**config.mk**
```make
export PLATFORM = sky130hd
export DESIGN_NAME = instr_encoder
export DESIGN_NICKNAME = d
export VERILOG_FILES = /design/src/rtl/instr_encoder.sv
export SDC_FILE = /design/constraint.sdc
export NUM_CORES = 1
export LEC_CHECK = 0
export ABC_AREA = 1
export CORE_MARGIN = 2
export CORE_UTILIZATION = 55
export DETAILED_ROUTE_END_ITERATION = 10
export PLACE_DENSITY = 0.84
export SETUP_SLACK_MARGIN = 0.2
export SLEW_MARGIN = 20
export SYNTH_ARGS = -nofsm -noshare
export SYNTH_HDL_FRONTEND = slang
export SYNTH_SLANG_ARGS = --single-unit
```
**constraint.sdc**
```tcl
create_clock -name clk -period 5.1 [get_ports clk]
set_input_delay 0.765 -clock clk [delete_from_list [all_inputs] [get_ports clk]]
set_output_delay 0.765 -clock clk [all_outputs]
set_load 0.005 [all_outputs]
```
**src/rtl/instr_encoder.sv**
```systemverilog
// Instruction issue buffer: packs instruction fields into 28-bit words, queues them
// in a DEPTH-entry FIFO and issues one word per cycle on d with a one-cycle en strobe.
module instr_encoder #(
    parameter  int DEPTH = 8,
    localparam int AW    = $clog2(DEPTH)
) (
    input  logic          clk,
    input  logic          reset,
    input  logic          in_valid,
    output logic          in_ready,
    input  logic [3:0]    func,
    input  logic [9:0]    rs1,
    input  logic [9:0]    rs2,
    input  logic [3:0]    opcode,
    input  logic          flush,
    input  logic          out_ready,
    output logic [27:0]   d,
    output logic          en,
    output logic [AW:0]   count,
    output logic          empty,
    output logic          full
);

    logic [27:0]   mem [DEPTH];
    logic [AW-1:0] wr_ptr;
    logic [AW-1:0] rd_ptr;
    logic          push;
    logic          pop;

    // Flags and handshake decisions all come from the registered count, so a word
    // written into an empty FIFO can only be popped on the following edge.
    assign empty    = (count == '0);
    assign full     = (count == (AW+1)'(DEPTH));
    assign in_ready = reset && !full;
    assign push     = in_valid && in_ready && !flush;
    assign pop      = !empty && out_ready && !flush;

    // NOTE: the storage array has no reset; a slot is only read after it was written,
    // and leaving it unreset lets it map onto plain register-file/RAM cells.
    always_ff @(posedge clk) begin
        if (push) begin
            mem[wr_ptr] <= {func, rs1, rs2, opcode};
        end
    end

    // NOTE: all state below uses non-blocking assignments so every update reads the
    // pre-edge values of count and the pointers, regardless of statement order.
    always_ff @(posedge clk) begin
        if (!reset || flush) begin
            wr_ptr <= '0;
            rd_ptr <= '0;
            count  <= '0;
            d      <= '0;
            en     <= 1'b0;
        end else begin
            if (push) begin
                wr_ptr <= wr_ptr + 1'b1;
            end
            if (pop) begin
                d      <= mem[rd_ptr];
                en     <= 1'b1;
                rd_ptr <= rd_ptr + 1'b1;
            end else begin
                en     <= 1'b0;
            end
            case ({push, pop})
                2'b10:   count <= count + 1'b1;
                2'b01:   count <= count - 1'b1;
                default: count <= count;
            endcase
        end
    end

endmodule

```
==> impl_metrics.csv <==
group,metric,value,unit
cts,worstSkewPairLatency,0.53,ns
die,pin_count,69,
final_layout,num_antenna_cells,0,
status,status,"finished, final reports clean",
cts,cts.sinks,263,
power_and_ir_drop,power.total,0.00470,W
synth,synth_seq_cells,263,
sta,max_clock_freq,321,MHz
power_and_ir_drop,power.share.clock,0.460,
final_layout,final_common_cell,"nand2_1",
route,vias,7891,
worst_setup_path,r2r_start,"count[1]",
route,drc,0,
place,dpl.hpwl,14900,µm
place,dp_worst_setup_slack,1.44,ns
cts,postCtsSetupRepairBufs,0,
die,coreArea,20300,µm²
cts,cts_resized,0,
place,port_buffers,68,
power_and_ir_drop,switchingPower,0.000931,W
worst_setup_path,path_depth,8,
cts,cts.clk_slew.worst_paths,0.06,ns
global_route,grt_use_met3,0.0444,
worst_setup_path,worst_setup_path_end_kind,"register",
die,die_x,148,µm
worst_setup_path,r2r-end,"mem[6][19]",
global_route,grt_util_met2,0.375,
final_layout,fillerInstances,1427,
cts,tritoncts,"built",
worst_setup_path,slowest_stage,"nor2_2",
global_route,grt_max_degree,115,
sta,tightest_slew,1.01,ns
global_route,track_usage,0.233,
sta,finalSetupTns,0,ns
power_and_ir_drop,p_sw_frac,0.198,
sta,relSlewSlack,0.323,
synth,yosysSeqAreaShare,0.659,
sta,hold_violations,0,
route,routed_wl,25400,µm
cts,cts-root-buf,"clkbuf_16",
die,die-area,21900,µm²
global_route,grt_antenna_before_repair,0,
sta,setup_slack,1.98,ns
cts,cts_buffers,26,
power_and_ir_drop,peakVddDrop,0.244,mV
die,start_util,0.561,
worst_setup_path,worstSetupStartpointType,"input port",
power_and_ir_drop,p_per_area,355,nW/µm²
worst_setup_path,r2r_slack,2.61,ns
worst_setup_path,crit_fanout,37,
sta,skew,0.0113,ns
worst_setup_path,crit_end,"mem[6][19]",
cts,clock_path_buffers,3,
global_route,grt_pass1_vias,7643,
synth,yosys_warnings,0,
power_and_ir_drop,internal-power,0.00376,W
job,maxCapViolations,0,
die,die_h,148,µm
sta,rsz0062_at_grt,"false",
route,ant_nets,0,
sta,slew_violations,0,
cts,cts_hold_buf,0,
final_layout,fin_cells,1510,
power_and_ir_drop,seqPwrFrac,0.501,
global_route,met1_usage,0.323,
worst_setup_path,crit_top_cell,"buf_4",
route,drt_iter0_markers,993,
worst_setup_path,cp.required,5.32,ns
synth,syn_inst,1161,
final_layout,regArea,7510,µm²
sta,final.period_utilization,0.611,
synth,syn_area_per_cell,9.80,µm²
power_and_ir_drop,p_leak,5.82,nW
global_route,overflow,0,
worst_setup_path,cp_cell_sequence,"clkdlybuf4s50_1 > inv_1 > nor2_4 > buf_4 > nand3_2 > or2_2 > nor2_2 > buf_4",
synth,yosysUniqueCellTypes,22,
place,place_inst,1462,
global_route,grt_pass1_wl,39600,µm
synth,synth_area,11400,µm²
final_layout,drive_above_1_share,0.0669,
cts,h-tree-depth,1,
final_layout,final_cell_mix,"nand2_1, inv_1, edfxtp_1",
worst_setup_path,critPathMaxStageDelay,0.61,ns
route,routedWlPerCell,16.8,µm
hold_path,hold_path_class,"reg2reg",
worst_setup_path,path_delay_family,"buffers and inverters",
worst_setup_path,r2r_cells,6,
die,row_count,52,
power_and_ir_drop,power_frac_comb,0.038,
place,gp_congestion,0.848,
route,vias_per_cell,5.23,
sta,finalCriticalPeriod,3.12,ns
sta,setup_viol,0,
global_route,busiest_layer,"met2",
sta,whs,0.524,ns
synth,syn-num-nets,1200,
route,firstDrtPassIters,5,
worst_setup_path,critPathBufInv,4,
worst_setup_path,cp.arrival,3.33,ns
final_layout,fin_nets,1259,
worst_setup_path,critPathKind,"in2reg",
worst_setup_path,crit_start,"reset",
final_layout,area_growth,16.1,%
final_layout,multi_input_comb_area,2550,µm²
-- stage by stage --
step / cell area, µm² / util
after floorplan: 11400 / -
after global placement: 12200 / 0.602
after detailed placement: 12200 / 0.602
after CTS: 13200 / 0.651
after global routing: 13200 / 0.651
final: 13200 / 0.651
-- power by group through the flow --
stage | Sequential [W] | Combinational, W | Clock (W)
6_report | 0.00235 | 0.000179 | 0.00216
5_1_grt | 0.00235 | 0.000196 | 0.00226
4_1_cts | 0.00235 | 0.000178 | 0.00218
3_5_place_dp | 0.00240 | 0.000175 | 0
3_3_place_gp | 0.00240 | 0.000169 | 0
2_1_floorplan | 0.00240 | 0.0000850 | 0
-- how the worst min path moves through the flow --
stage                     slack, ns       from        end  depth (start not counted)
after floorplan                0.49  wr_ptr[0]  wr_ptr[0]                          2
after global placement         0.51      d[24]      d[24]                          4
after detailed placement       0.50      d[20]      d[20]                          4
after CTS                      0.53       d[3]       d[3]                          4
after global routing           0.55       d[0]       d[0]                          4
final                          0.52      d[22]      d[22]                          4
-- flip-flops by register name (all words and copies together) (netlist names) --
| register | cells |
|---|---|
| d | 28 |
| en | 1 |
| rd_ptr | 3 |
| wr_ptr | 3 |
| mem | 224 |
| count | 4 |
-- metal layers --
layer,vias up,share of wire
met5,-,0
met4,0,0.022
met3,48,0.096
met2,390,0.48
met1,3696,0.40
li1,3757,-
-- area by class of cell --
class,instances,area share
well taps,270,0.0256
clock inverters,17,0.0210
flip-flops and latches,263,0.569
multi-input cells,572,0.193
inverters,275,0.0782
repair buffers,82,0.0598
clock buffers,31,0.0538
-- kinds of logic (layout without fill, tap and decap cells) --
family	count (synthesis)	in the layout	synth area share
AND/OR/NAND/NOR	522	522	0.194
buffers and inverters	326	405	0.118
flip-flops	263	263	0.659
AO/OA/AOI/OAI	42	42	0.0198
adder cells (fa/ha/maj)	6	6	0.00725
XOR/XNOR	2	2	0.00154
-- cells in the mapped netlist --
cell type / n / area (µm²)
nand2_1: 328 / 1230
inv_1: 272 / 1020
edfxtp_1: 224 / 6730
nand3_1: 172 / 861
dfxtp_1: 39 / 781
a21oi_1: 30 / 150
buf_2: 28 / 140
nor2_1: 16 / 60.1
buf_6: 9 / 101
o21ai_0: 8 / 40.0
clkbuf_1: 7 / 26.3
buf_4: 5 / 37.5
ha_1: 5 / 62.6
a21oi_2: 4 / 35.0
inv_2: 3 / 11.3
nand3_2: 3 / 30.0
buf_1: 2 / 7.51
or2_2: 2 / 12.5
fa_1: 1 / 20.0
nor2_4: 1 / 11.3
xnor2_1: 1 / 8.76
xor2_1: 1 / 8.76
-- worst register-to-register path: stages (launching register included) --
cell and delay [ns]:
dfxtp_1 0.40, nor2_1 0.09, nand3_1 0.16, nand3_2 0.15, or2_2 0.38, nor2_2 0.61, buf_4 0.39
Note: power is estimated with default switching activity, not from simulation.
